<file path="src/rtl/mem_sweep_ctrl.sv">
`timescale 1ns/1ps
// mem_sweep_ctrl: fills a window of RAM with a test pattern, then walks the
// same window back out one byte lane at a time, either on button steps or on
// a fixed hold timer.
//
// state | meaning
// IDLE  | strobes low, waiting for start
// WRITE | one pattern word written per cycle over the latched window
// READ  | one word/byte-lane displayed, advanced by step edge or hold timer
// DONE  | one-cycle done pulse, then back to IDLE
module mem_sweep_ctrl #(
  parameter int          ADDR_W      = 6,
  parameter logic [31:0] HOLD_CYCLES = 32'd50_000_000
) (
  input  logic              clk,
  input  logic              rst,
  input  logic              start,
  input  logic              step,
  input  logic              auto_step,
  input  logic [ADDR_W-1:0] base_addr,
  input  logic [ADDR_W-1:0] len,
  input  logic [1:0]        pattern_sel,
  input  logic              rotate,
  output logic [ADDR_W-1:0] Mem_Addr,
  output logic [1:0]        MUX,
  output logic              Mem_Write,
  output logic              Mem_Read,
  output logic              busy,
  output logic              done
);

  typedef enum logic [1:0] {IDLE, WRITE, READ, DONE} state_t;

  state_t            state, state_n;
  logic [ADDR_W-1:0] addr_n;
  logic [1:0]        mux_n;
  logic              wr_n, rd_n, busy_n, done_n;
  logic [ADDR_W-1:0] base_q, base_n;
  logic [ADDR_W-1:0] len_m1_q, len_m1_n;   // word count minus one; len=0 wraps to full RAM
  logic              rot_q, rot_n;
  logic [ADDR_W-1:0] left_q, left_n;       // words remaining after the current one
  logic [31:0]       hold_q, hold_n;
  logic              step_prev, auto_prev;
  logic              mode_change, advance;

  // Advance decode: a mode switch swallows the advance on that edge so the
  // freshly re-seeded timer / step history cannot fire spuriously.
  always_comb begin
    mode_change = (auto_step != auto_prev);
    if (mode_change)
      advance = 1'b0;
    else if (auto_step)
      advance = (hold_q == (HOLD_CYCLES - 32'd1));
    else
      advance = step & ~step_prev;
  end

  // Next-state and next-output logic; every output is registered below.
  always_comb begin
    state_n  = state;
    addr_n   = Mem_Addr;
    mux_n    = MUX;
    wr_n     = 1'b0;
    rd_n     = 1'b0;
    busy_n   = 1'b0;
    done_n   = 1'b0;
    base_n   = base_q;
    len_m1_n = len_m1_q;
    rot_n    = rot_q;
    left_n   = left_q;
    hold_n   = '0;
    unique case (state)
      IDLE: begin
        addr_n = '0;
        mux_n  = '0;
        if (start) begin
          state_n  = WRITE;
          base_n   = base_addr;
          len_m1_n = len - ADDR_W'(1);
          rot_n    = rotate;
          left_n   = len - ADDR_W'(1);
          addr_n   = base_addr;
          mux_n    = pattern_sel;
          wr_n     = 1'b1;
          busy_n   = 1'b1;
        end
      end
      WRITE: begin
        busy_n = 1'b1;
        if (left_q == '0) begin
          state_n = READ;
          rd_n    = 1'b1;
          addr_n  = base_q;
          mux_n   = '0;
          left_n  = len_m1_q;
        end else begin
          wr_n   = 1'b1;
          left_n = left_q - ADDR_W'(1);
          addr_n = Mem_Addr + ADDR_W'(1);
          if (rot_q) mux_n = MUX + 2'd1;
        end
      end
      READ: begin
        busy_n = 1'b1;
        rd_n   = 1'b1;
        if (auto_step && !mode_change && !advance) hold_n = hold_q + 32'd1;
        if (advance) begin
          if (MUX == 2'd3) begin
            if (left_q == '0) begin
              state_n = DONE;
              rd_n    = 1'b0;
              done_n  = 1'b1;
            end else begin
              mux_n  = '0;
              addr_n = Mem_Addr + ADDR_W'(1);
              left_n = left_q - ADDR_W'(1);
            end
          end else begin
            mux_n = MUX + 2'd1;
          end
        end
      end
      DONE: begin
        state_n = IDLE;
        addr_n  = '0;
        mux_n   = '0;
      end
      default: begin
        state_n = IDLE;
        addr_n  = '0;
        mux_n   = '0;
      end
    endcase
  end

  // State and output registers with synchronous reset.
  always_ff @(posedge clk) begin
    if (rst) begin
      state     <= IDLE;
      Mem_Addr  <= '0;
      MUX       <= '0;
      Mem_Write <= 1'b0;
      Mem_Read  <= 1'b0;
      busy      <= 1'b0;
      done      <= 1'b0;
      base_q    <= '0;
      len_m1_q  <= '0;
      rot_q     <= 1'b0;
      left_q    <= '0;
      hold_q    <= '0;
      step_prev <= 1'b0;
      auto_prev <= 1'b0;
    end else begin
      state     <= state_n;
      Mem_Addr  <= addr_n;
      MUX       <= mux_n;
      Mem_Write <= wr_n;
      Mem_Read  <= rd_n;
      busy      <= busy_n;
      done      <= done_n;
      base_q    <= base_n;
      len_m1_q  <= len_m1_n;
      rot_q     <= rot_n;
      left_q    <= left_n;
      hold_q    <= hold_n;
      step_prev <= step;
      auto_prev <= auto_step;
    end
  end

endmodule

</file>
<file path="config.mk">
export PLATFORM = sky130hd
export DESIGN_NAME = mem_sweep_ctrl
export DESIGN_NICKNAME = d
export VERILOG_FILES = /design/src/rtl/mem_sweep_ctrl.sv
export SDC_FILE = /design/constraint.sdc
export NUM_CORES = 1
export LEC_CHECK = 0
export BUFFER_PORTS_ARGS = -buffer_cell sky130_fd_sc_hd__buf_4
export CORE_MARGIN = 2
export CORE_UTILIZATION = 59
export CTS_CLUSTER_DIAMETER = 80
export DETAILED_ROUTE_END_ITERATION = 6
export PLACE_DENSITY = 0.8
export SLEW_MARGIN = 20
export SYNTH_ARGS = -nofsm -noshare
export SYNTH_HDL_FRONTEND = slang
export SYNTH_SLANG_ARGS = --single-unit
</file>
<file path="constraint.sdc">
create_clock -name clk -period 3 [get_ports clk]
set_input_delay 0.6 -clock clk [delete_from_list [all_inputs] [get_ports clk]]
set_output_delay 0.6 -clock clk [all_outputs]
set_load 0.01 [all_outputs]
</file>
# After elaboration in Yosys (flattened, before gate mapping)
# Cells that the tools add are included.
# Widths: inputs -> output; s select.
# word_totals
ff_bits	67
word_cells	89
output_inout_bits	12
# op_classes
n_eq_ne	14
addsub	5
bitwise_logic	6
mux	35
n_reduce_logical	15
# op_table
cell	n
$mux 6	10
$add 32x1->32 const B	1
$eq 32x26->1 const B	1
$pmux 6 s4	1
$mux 2	11
$pmux 6 s3	1
$pmux 2 s4	2
$ne 2x2->1 const B	6
$sub 6x1->6 const B	2
$reduce_and 5->1	2
$mux 1	7
$add 6x1->6 const B	1
$eq 2x2->1 const B	3
$logic_not 6->1	1
$ne 3x3->1 const B	2
$pmux 1 s2	3
$reduce_and 3->1	2
$not 1->1	5
$reduce_or 4->1	1
$reduce_bool 3->1	1
$reduce_or 3->1	1
$add 2x1->2 const B	1
$eq 2x1->1 const B	1
$logic_and 1x1->1	2
other kinds (6)	7

# Depth between registers and ports, before layout
# Gate-level depths: netlist of the first run.
# logic_depth
word_depth	8
ltp_mapped	9

# Least setup slack after synthesis of the first run
# No wires, ideal clock.
# synth_path
path_kind	input -> register
startpoint	input port auto_step
endpoint	register left_q[5]
t_required_ps	2869
arrival_ps	2225
path_slack_ps	644
path_buffers	1
setup_time_ps	131
stages	7
cell_sequence	ha_1 nor4bb_1 nand4_1 or4_1 clkbuf_1 a41oi_1 o41ai_1
# synth_between
elab_chain_len	4
# synth_rtl
element	line_no	source
start: declaration	19	input logic auto_step,
$mux 1 or $ne 1x1->1 (tied branches)	52, 49	
$mux 1 *	50	if (mode_change)
$ne 2x2->1 (no source line) *	--	
$reduce_and 5->1 (no source line) *	--	
end signal: assignment	164	left_q <= left_n;
end: declaration	41	logic [ADDR_W-1:0] left_q, left_n;
# Every way passes the cells marked *; elsewhere a longest branch is shown, timed or not.
# A chain may end at the register's enable or synchronous reset.

# Worst setup path after layout of the first run
# Ends and elaborated chain as after synthesis.

==> results.py, run 1 <==
metrics = {
    "cells_and_area": {
        "layout-drive-gt1-share_pct": 12.89,
        "nNetsFinal": 475,
        "area_growth_pct": 11.88,
        "diodes": 0,
    },
    "global_routing": {
        "antenna_found_initial": 0,
        "grt_first_pass_wirelength_mm": 12.92,
        "grt_pass1_vias": 2889,
        "grt_max_degree": 33,
        "gr-total-overflow": 0,
        "grt_usage_pct": 25.29,
    },
    "power": {
        "worst_ir_drop_vdd_uv": 400.7,
        "power_density_nw_per_um2": 722.6,
        "power_mw": 2.827,
        "p_leak_nw": 1.376,
    },
    "sta": {
        "fin_skew_ps": 9.206,
        "slew_headroom_pct": 47.11,
        "hold_slack_ps": 461.3,
        "rsz0062_at_grt": "false",
        "fin_tns_setup_ps": 0,
        "finalSetupViolCount": 0,
        "finalCriticalPeriod_ps": 2437,
        "drv_slew": 0,
        "max_freq_mhz": 410.4,
        "hold_viol": 0,
        "worstMarginPinSlew_ps": 793.4,
        "fin_crit_sh_pct": 81.22,
    },
    "floorplan": {
        "rows": 28,
        "fp.dieW_um": 80.99,
        "core_area_um2": 5816,
        "fp.dieH_um": 80.99,
        "pin_count": 32,
        "design.die.area_um2": 6559,
        "initial_utilization_pct": 60.13,
    },
    "clock_tree": {
        "cts_root_buffer": "clkbuf_8",
        "clkSinkCount": 67,
        "postCtsHoldBufs": 0,
        "clock_latency_ps": 350,
        "post_cts_buffers": 0,
        "ctsResizeCount": 0,
        "htreeDepth": 3,
        "cts_buffer_depth": 2,
        "cts_tree": "yes",
        "numCtsBuffers": 9,
        "clk_pin_slew_ps": 70,
    },
    "logic_synthesis": {
        "synthFlopType": "dfxtp_1",
        "synth_fp_nets": 456,
        "synth_warnings": 0,
        "synth_edf_count": 0,
        "syn_area_um2": 3497,
        "ys_types": 58,
        "ys_ff_latch": 67,
        "ys_seq_area_share_pct": 38.35,
        "synth_area_per_cell_um2": 8.209,
        "syn_inst": 426,
        "synthArstFlopShare_pct": 0,
    },
    "drt": {
        "wl_met2_mm": 3.921,
        "wl_per_cell_um": 14.91,
        "drc": 0,
        "routed_wl_mm": 7.828,
        "top_layer": "met4",
        "viasPerCell": 5.893,
        "wl_met1_mm": 3.512,
        "postRouteAntennaNets": 0,
        "dr_wl_met3_um": 302,
        "drt-pass1-iter-count": 4,
        "drt_iter0_drc": 212,
        "num_vias": 3094,
    },
    "place": {
        "numPortBuffers": 31,
        "dp_hpwl_mm": 5.430,
        "gp_congestion": 0.8879,
    },
    "worst_setup_path": {
        "cpLargestDelayFamily": "simple AND/OR/NAND/NOR gates",
        "worstPathArrival_ps": 2660,
        "crit_type": "primary input to flop",
        "crit_path_cell_trace": "buf_4 -> ha_1 -> nor4bb_1 -> nand4_1 -> or4_1 -> a41oi_1 -> o41ai_1",
        "critPathLaunchType": "primary input",
        "startpoint": "auto_step",
        "crit_path_max_fanout": 7,
        "slowest_stage": "or4_1",
        "rr_startpoint": "auto_prev$_SDFF_PP0_",
        "critPathBufInv": 1,
        "critPathMaxStageDelay_ps": 660,
        "cp_data_required_time_ps": 3220,
        "end_kind": "flop",
    },
    "min_path": {
        "hp-start": "len[0]",
        "hp-class": "primary input to flop",
    },
    "outcome": {
        "status": "finished clean",
    },
    "run": {
        "cap_violations": 0,
    },
}
-- worst paths after layout --
check | end | slack [ps] | cells past startpoint
worst min register to register | base_q[0]$_SDFFE_PP0P_ | 460 | 2
worst max register to register | left_q[5]$_SDFFE_PP0P_ | 650 | 6
worst min-delay path | len_m1_q[0]$_SDFFE_PP0P_ | 460 | 2
worst max-delay path | left_q[5]$_SDFFE_PP0P_ | 560 | 7
-- cells in the final DEF (no fill, tap or decap), types with 6 or more instances in the layout --
cell type and n:
nor3_1 9, a21oi_1 25, dfxtp_1 67, nand4_1 13, o21ai_0 15, nor4_1 9
nand3_1 21, nand2_1 39, xnor2_1 21, buf_4 32, ha_1 10, or3_1 8
inv_1 20, clkbuf_8 9, nor2_1 45, mux2i_1 7, xor2_1 9, a211oi_1 9
nor2b_1 6
-- final cells by class --
class	instances	area [um2]
Timing Repair Buffer	33	260.3
Tap cell	75	93.84
Clock inverter	7	43.79
Inverter	20	75.07
Clock buffer	9	123.9
Fill cell	516	1903
Sequential cell	67	1341
Multi-Input combinational cell	314	1974
-- where the power goes --
group	switching, mW	internal (mW)	total, mW	leakage, nW
Sequential	0.104	1.01	1.11	0.546
Clock	0.359	0.296	0.655	0.0852
Combinational	0.644	0.417	1.06	0.745
-- cells in the mapped netlist, types with 2 or more instances --
library cell,count,share of area (%)
o32ai_1,4,1.0
nor3_1,9,1.3
dfxtp_1,67,38
xnor2_1,21,5.3
inv_1,20,2.1
nand2b_1,2,0.36
mux2i_1,7,2.0
a211oi_1,9,1.9
nor4_1,9,1.6
xor2_1,9,2.3
o31ai_1,5,1.1
nor2b_1,6,1.1
a21oi_1,25,3.6
buf_2,4,0.57
nor3b_1,3,0.64
o21ai_0,15,2.1
clkbuf_1,19,2.0
ha_1,10,3.6
or3_1,8,1.4
nor2_1,45,4.8
a311oi_1,2,0.50
o311a_1,4,1.1
and3_1,4,0.72
and2_1,3,0.54
nor4bb_1,2,0.57
nand4_1,13,2.3
and4_1,4,1.0
nand2_1,39,4.2
o21ai_1,3,0.43
nand3_1,21,3.0
o211ai_1,4,0.86
or4_1,4,0.86
-- routing by layer --
metal | vias up | GRT usage [%]
met5 | - | 0
met4 | 0 | 7.288
met3 | 10 | 6.778
met2 | 59 | 44.46
met1 | 1472 | 30.22
li1 | 1553 | -
-- flip-flops by register name, indices dropped and copies added (netlist names), 2 cells and up --
name and cells:
MUX 2, Mem_Addr 6, base_q 6, hold_q 32, left_q 6, len_m1_q 6
state 2
-- kinds of logic (layout without fill, tap and decap cells) --
group | after synthesis | in the layout | synth area share [%]
DFF | 67 | 67 | 38.35
xor gates and xnor gates | 30 | 30 | 7.514
adders and majority gates | 10 | 10 | 3.578
buffers and inverters | 45 | 69 | 5.188
and+or+nand+nor | 183 | 183 | 27.44
AOI/OAI and AO/OA | 83 | 83 | 15.60
muxes | 8 | 8 | 2.326
-- worst register-to-register path, stage by stage, from the launching register on --
cell and delay (ps):
dfxtp_1 310, ha_1 280, nor4bb_1 350, nand4_1 260, or4_1 660, a41oi_1 270
o41ai_1 110
-- stage by stage --
stage | cells | area, um2 | setup WS [ps] | utilization (%)
CTS | 525 | 3913 | 593.3 | 67.28
detailed placement | 509 | 3745 | 225.9 | 64.39
global placement | 509 | 3745 | 362.0 | 64.39
global route | 525 | 3913 | 451.8 | 67.28
finish | 525 | 3913 | 563.3 | 67.28
floorplan | 426 | 3497 | 643.9 | -
(Power assumes the default switching activity.)
==> run 2: changes to the inputs <==
==> constraint.sdc (replaced) <==
create_clock -name clk -period 2.5 [get_ports clk]
set_input_delay 0.5 -clock clk [delete_from_list [all_inputs] [get_ports clk]]
set_output_delay 0.5 -clock clk [all_outputs]
set_load 0.01 [all_outputs]
==> run 2 against run 1 <==
Against the previous run:
- count of clock-buffer cells in the layout up 2
- global-route usage grew 1.5 points
- non-clock buffer count increased by 14
- first-iteration DRC count decreased by 13%
- register-to-register slack lost 450 ps
- wire length rose by 5.6%
- critical endpoint is now left_q[3]$_SDFFE_PP0P_
==> results.py, run 2 (synthesis gave the netlist of run 1 again) <==
metrics = {
    "clock_tree": {
        "cts_tree": "yes",
        "cts_buffer_depth": 2,
        "clock_latency_ps": 360,
        "postCtsHoldBufs": 0,
        "clk_pin_slew_ps": 70,
        "clkSinkCount": 67,
        "numCtsBuffers": 9,
        "ctsResizeCount": 0,
        "cts_root_buffer": "clkbuf_8",
        "htreeDepth": 3,
        "post_cts_buffers": 0,
    },
    "run": {
        "cap_violations": 0,
    },
    "cells_and_area": {
        "area_growth_pct": 16.82,
        "nNetsFinal": 489,
        "largest_reg_flops": 32,
        "largest_register": "hold_q",
        "diodes": 0,
        "final_common_cell": "dfxtp_1",
        "layout-drive-gt1-share_pct": 15.52,
        "post-route-util_pct": 70.25,
        "layout_common_cells": "dfxtp_1, buf_4, nor2_1",
    },
    "global_routing": {
        "grt_max_degree": 33,
        "gr-total-overflow": 0,
        "antenna_found_initial": 0,
        "grt_first_pass_wirelength_mm": 13.63,
        "grt_pass1_vias": 3021,
        "grt_usage_pct": 26.83,
    },
    "drt": {
        "drt_iter0_drc": 185,
        "drc": 0,
        "num_vias": 3218,
        "viasPerCell": 5.970,
        "drt-pass1-iter-count": 4,
        "postRouteAntennaNets": 0,
        "wl_per_cell_um": 15.34,
        "routed_wl_mm": 8.270,
    },
    "outcome": {
        "status": "finished clean",
    },
    "power": {
        "power_mw": 3.769,
        "worst_ir_drop_vdd_uv": 460.8,
        "p_leak_nw": 1.469,
        "power_density_nw_per_um2": 922.5,
    },
    "worst_setup_path": {
        "cp_data_required_time_ps": 2780,
        "startpoint": "left_q[0]$_SDFFE_PP0P_",
        "worstPathArrival_ps": 2590,
        "crit_path_max_fanout": 5,
        "end_kind": "flop",
        "critPathLaunchType": "flop",
        "crit_end": "left_q[3]$_SDFFE_PP0P_",
        "rr_worst_depth": 8,
        "crit_type": "flop to flop",
        "timing.reg2reg.setup_slack_ps": 200,
        "rr_startpoint": "left_q[0]$_SDFFE_PP0P_",
        "r2r_end": "left_q[3]$_SDFFE_PP0P_",
    },
    "place": {
        "gp_congestion": 0.9142,
        "dp_hpwl_mm": 5.720,
        "numPortBuffers": 31,
    },
    "sta": {
        "fin_skew_ps": 12.45,
        "finalCriticalPeriod_ps": 2300,
        "fin_crit_sh_pct": 92.01,
        "worstMarginPinSlew_ps": 558.6,
        "rsz0062_at_grt": "false",
        "max_freq_mhz": 434.7,
        "drv_slew": 0,
        "hold_viol": 0,
        "finalSetupViolCount": 0,
        "slew_headroom_pct": 62.76,
    },
    "floorplan": {
        "initial_utilization_pct": 60.13,
        "core_area_um2": 5816,
        "pin_count": 32,
        "design.die.area_um2": 6559,
        "fp.dieW_um": 80.99,
        "rows": 28,
        "fp.dieH_um": 80.99,
    },
    "min_path": {
        "hp-class": "primary input to flop",
    },
}
## run 2: cell types whose count changed in the layout (fill, tap and decap cells not counted), sizes merged
cell	before	now
clkinv	4	0
clkbuf	9	11
buf	33	47
bufinv	0	2
## run 2: through the flow
| stage | setup WS [ps] | setup TNS (ps) | hold WS (ps) | cells | cell area, um2 |
|---|---|---|---|---|---|
| after detailed placement | -27.20 | -47.46 | 450.7 | 523 | 3850 |
| final | 199.7 | 0 | 353.0 | 539 | 4085 |
| after floorplan | 243.9 | 0 | 436.3 | 426 | 3497 |
| after global routing | 12.04 | 0 | 361.4 | 539 | 4085 |
| after CTS | 208.7 | 0 | 349.9 | 539 | 4085 |
| after global placement | 15.25 | 0 | 442.1 | 523 | 3850 |
## run 2: power breakdown
group	switching [mW]	leakage [nW]	internal, mW
clock network	0.451	0.112	0.619
registers	0.123	0.546	1.21
logic	0.802	0.811	0.566
total	1.38	1.47	2.39
## run 2: worst min path at each step
stage | start | end | cells after the start
6_report | len[0] | len_m1_q[0]$_SDFFE_PP0P_ | 2
5_1_grt | len[0] | len_m1_q[0]$_SDFFE_PP0P_ | 2
4_1_cts | len[0] | len_m1_q[0]$_SDFFE_PP0P_ | 2
3_5_place_dp | base_q[4]$_SDFFE_PP0P_ | base_q[4]$_SDFFE_PP0P_ | 2
3_3_place_gp | base_q[0]$_SDFFE_PP0P_ | base_q[0]$_SDFFE_PP0P_ | 2
2_1_floorplan | rot_q$_SDFFE_PP0P_ | rot_q$_SDFFE_PP0P_ | 2
## run 2: worst max-delay path, cell delays in order, from the launching register on
cell	delay [ps]
dfxtp_1	350
inv_1	80
ha_1	200
or3b_1	390
o21ai_1	310
o21ai_1	140
buf_4	170
o21ai_2	350
mux2i_1	240
## run 2: final cells by class
class                      instances  area, um2
inverter                          20      75.07
fill                             475       1730
sequential                        67       1341
clock inverter                     5      83.83
tap                               75      93.84
timing repair buffer              47      365.4
multi-input combinational        314       1974
clock buffer                      11      151.4
## run 2: routing by layer
layer | global-route usage [%] | share of wire (%)
met1 | 32.20 | 43
met2 | 46.86 | 50
met3 | 4.222 | 4.9
met4 | 12.54 | 2.0
met5 | 0 | 0
==> run 3: changes to the inputs <==
--- a/config.mk
+++ b/config.mk
@@ -5,12 +5,13 @@
 export SDC_FILE = /design/constraint.sdc
 export NUM_CORES = 1
 export LEC_CHECK = 0
+export ABC_AREA = 1
 export BUFFER_PORTS_ARGS = -buffer_cell sky130_fd_sc_hd__buf_4
 export CORE_MARGIN = 2
-export CORE_UTILIZATION = 59
+export CORE_UTILIZATION = 54
 export CTS_CLUSTER_DIAMETER = 80
 export DETAILED_ROUTE_END_ITERATION = 6
-export PLACE_DENSITY = 0.8
+export PLACE_DENSITY = 0.77
 export SLEW_MARGIN = 20
 export SYNTH_ARGS = -nofsm -noshare
 export SYNTH_HDL_FRONTEND = slang
==> constraint.sdc (replaced) <==
create_clock -name clk -period 2 [get_ports clk]
set_input_delay 0.4 -clock clk [delete_from_list [all_inputs] [get_ports clk]]
set_output_delay 0.4 -clock clk [all_outputs]
set_load 0.01 [all_outputs]
==> run 3 against run 2 <==
Against the previous run:
- count of clock-buffer cells in the layout shrank 1
- first-iteration DRC count grew 11%
- wire length grew 4.8%
- die area grew 16%
- register-to-register slack lost 20 ps
- sequential power grew 32%
- critical path type unchanged
- via count grew 12%
- clock power shrank 15%
- sequential share of layout area shrank 1.5 points
- largest power group unchanged
- synthesized cell count grew 31%
- design area grew 4.8%
==> results.py, run 3 <==
metrics = {
    "outcome": {
        "status": "finished clean",
    },
    "clock_tree": {
        "cts_tree": "yes",
        "numCtsBuffers": 9,
        "clock_latency_ps": 340,
        "clkSinkCount": 67,
        "postCtsHoldBufs": 0,
        "clk_pin_slew_ps": 60,
        "post_cts_buffers": 0,
        "cts_root_buffer": "clkbuf_8",
        "htreeDepth": 3,
        "cts_buffer_depth": 2,
    },
    "place": {
        "place_inst": 672,
        "numPortBuffers": 31,
        "gp_congestion": 0.8829,
        "place_area_um2": 4123,
        "dp_hpwl_mm": 6.458,
        "dpl_worst_slack_ps": -31.74,
    },
    "drt": {
        "drc": 0,
        "routed_wl_mm": 8.666,
        "viasPerCell": 5.268,
        "postRouteAntennaNets": 0,
        "drt-pass1-iter-count": 5,
        "num_vias": 3598,
        "wl_per_cell_um": 12.69,
        "drt_iter0_drc": 206,
    },
    "power": {
        "power_density_nw_per_um2": 1175,
        "worst_ir_drop_vdd_uv": 614.6,
        "power_mw": 5.034,
        "p_leak_nw": 1.917,
    },
    "floorplan": {
        "initial_utilization_pct": 55.46,
        "rows": 30,
        "fp.dieH_um": 87.07,
        "design.die.area_um2": 7580,
        "core_area_um2": 6719,
        "pin_count": 32,
        "fp.dieW_um": 87.07,
    },
    "cells_and_area": {
        "nNetsFinal": 633,
        "final_area_um2": 4283,
        "largest_reg_flops": 32,
        "layout-drive-gt1-share_pct": 13.27,
        "area_growth_pct": 14.94,
        "final_common_cell": "nand2_1",
        "diodes": 0,
        "finalNonFillerCells": 683,
        "post-route-util_pct": 63.74,
        "largest_register": "hold_q",
        "layout_common_cells": "nand2_1, nor2_1, inv_1",
    },
    "logic_synthesis": {
        "synth_fp_nets": 589,
        "synth_common_cells": "nand2_1, nor2_1, inv_1",
        "synth_area_leaders": "dfxtp_1, nand2_1, nor2_1",
        "syn_inst": 559,
        "synth_area_leader_cell": "dfxtp_1",
        "ys_ff_latch": 67,
        "synthArstFlopShare_pct": 0,
        "ys_types": 36,
        "synth_edf_count": 0,
        "synth_area_per_cell_um2": 6.666,
        "synth_warnings": 0,
        "synthFlopType": "dfxtp_1",
        "syn_area_um2": 3726,
        "ys_seq_area_share_pct": 36.00,
        "synth.most_common_cell": "nand2_1",
        "yosysTopAreaCellShare_pct": 36.00,
    },
    "global_routing": {
        "antenna_found_initial": 0,
        "gr-total-overflow": 0,
        "grt_pass1_vias": 3460,
        "grt_usage_pct": 24.70,
        "grt_first_pass_wirelength_mm": 14.96,
        "grt_max_degree": 33,
    },
    "sta": {
        "setup_ws_ps": 182.8,
        "drv_slew": 0,
        "max_freq_mhz": 550.3,
        "fin_tns_setup_ps": 0,
        "slew_headroom_pct": 72.67,
        "finalSetupViolCount": 0,
        "fin_skew_ps": 12.89,
        "hold_slack_ps": 263.8,
        "fin_crit_sh_pct": 90.86,
        "rsz0062_at_grt": "true",
        "hold_viol": 0,
        "finalCriticalPeriod_ps": 1817,
        "worstMarginPinSlew_ps": 406.8,
    },
    "worst_setup_path": {
        "crit_type": "flop to flop",
        "worstPathArrival_ps": 2050,
        "crit_path_max_fanout": 9,
        "critPathLaunchType": "flop",
        "cp_data_required_time_ps": 2230,
        "end_kind": "flop",
        "timing.reg2reg.setup_slack_ps": 180,
    },
    "run": {
        "cap_violations": 0,
    },
    "min_path": {
        "hp-class": "primary input to flop",
    },
}
run 3: changes by cell type after synthesis, moves of 9 or more:
cell      previous run  this run
nand2_1             39       140
nor2_1              45        82
a21oi_1             25        40
inv_1               20        74
a211oi_1             9         0
clkbuf_1            19         5
xnor2_1             21         8
run 3: power breakdown:
group / leakage (nW) / switching, mW / internal, mW
Sequential: 0.547 / 0.186 / 1.57
Clock: 0.0758 / 0.461 / 0.447
Combinational: 1.29 / 1.46 / 0.910
Total: 1.92 / 2.11 / 2.92
run 3: cells by family after synthesis:
group	after synthesis	synth area share, %
and+or+nand+nor	301	35.76
adders and majority gates	10	3.358
DFF	67	36.00
xor gates and xnor gates	22	5.171
AOI/OAI and AO/OA	71	10.51
buffers and inverters	88	9.201
run 3: final timing paths:
path / from / to / cells past startpoint
worst min register to register: hold_q[0]$_SDFF_PP0_ / hold_q[0]$_SDFF_PP0_ / 1
worst max register to register: left_q[0]$_SDFFE_PP0P_ / Mem_Addr[3]$_SDFFE_PP0P_ / 9
worst min-delay path: len[0] / len_m1_q[0]$_SDFFE_PP0P_ / 2
worst max-delay path: left_q[0]$_SDFFE_PP0P_ / Mem_Addr[3]$_SDFFE_PP0P_ / 9
run 3: area by class of cell:
type                    instances  area, um2
inverters                      75      284.0
multi-input cells             404       2057
well taps                      80      100.1
flip-flops and latches         67       1341
clock buffers                  10      137.6
clock inverters                 1      5.005
fillers                       630       2436
repair buffers                 46      357.8
run 3: per-layer routing:
| metal | GRT usage (%) | vias up | routed length (um) |
|---|---|---|---|
| met2 | 40.11 | 102 | 3969 |
| met1 | 32.37 | 1628 | 4159 |
| li1 | - | 1861 | - |
| met3 | 4.455 | 7 | 455 |
| met5 | 0 | - | 0 |
| met4 | 9.943 | 0 | 82 |
run 3: repair_timing:
item,4_1_cts,5_1_grt
endpoints found under the setup margin,1,12
gates cloned,0,0
gates resized for setup,1,5
run 3: critical path, cell delays in order (launching register included):
cell	delay [ps]
dfxtp_1	300
inv_1	130
ha_2	240
nand3_2	160
o21ai_1	250
clkinv_1	260
nand2_1	210
nand2_1	70
nand2_1	60
nor2_1	40
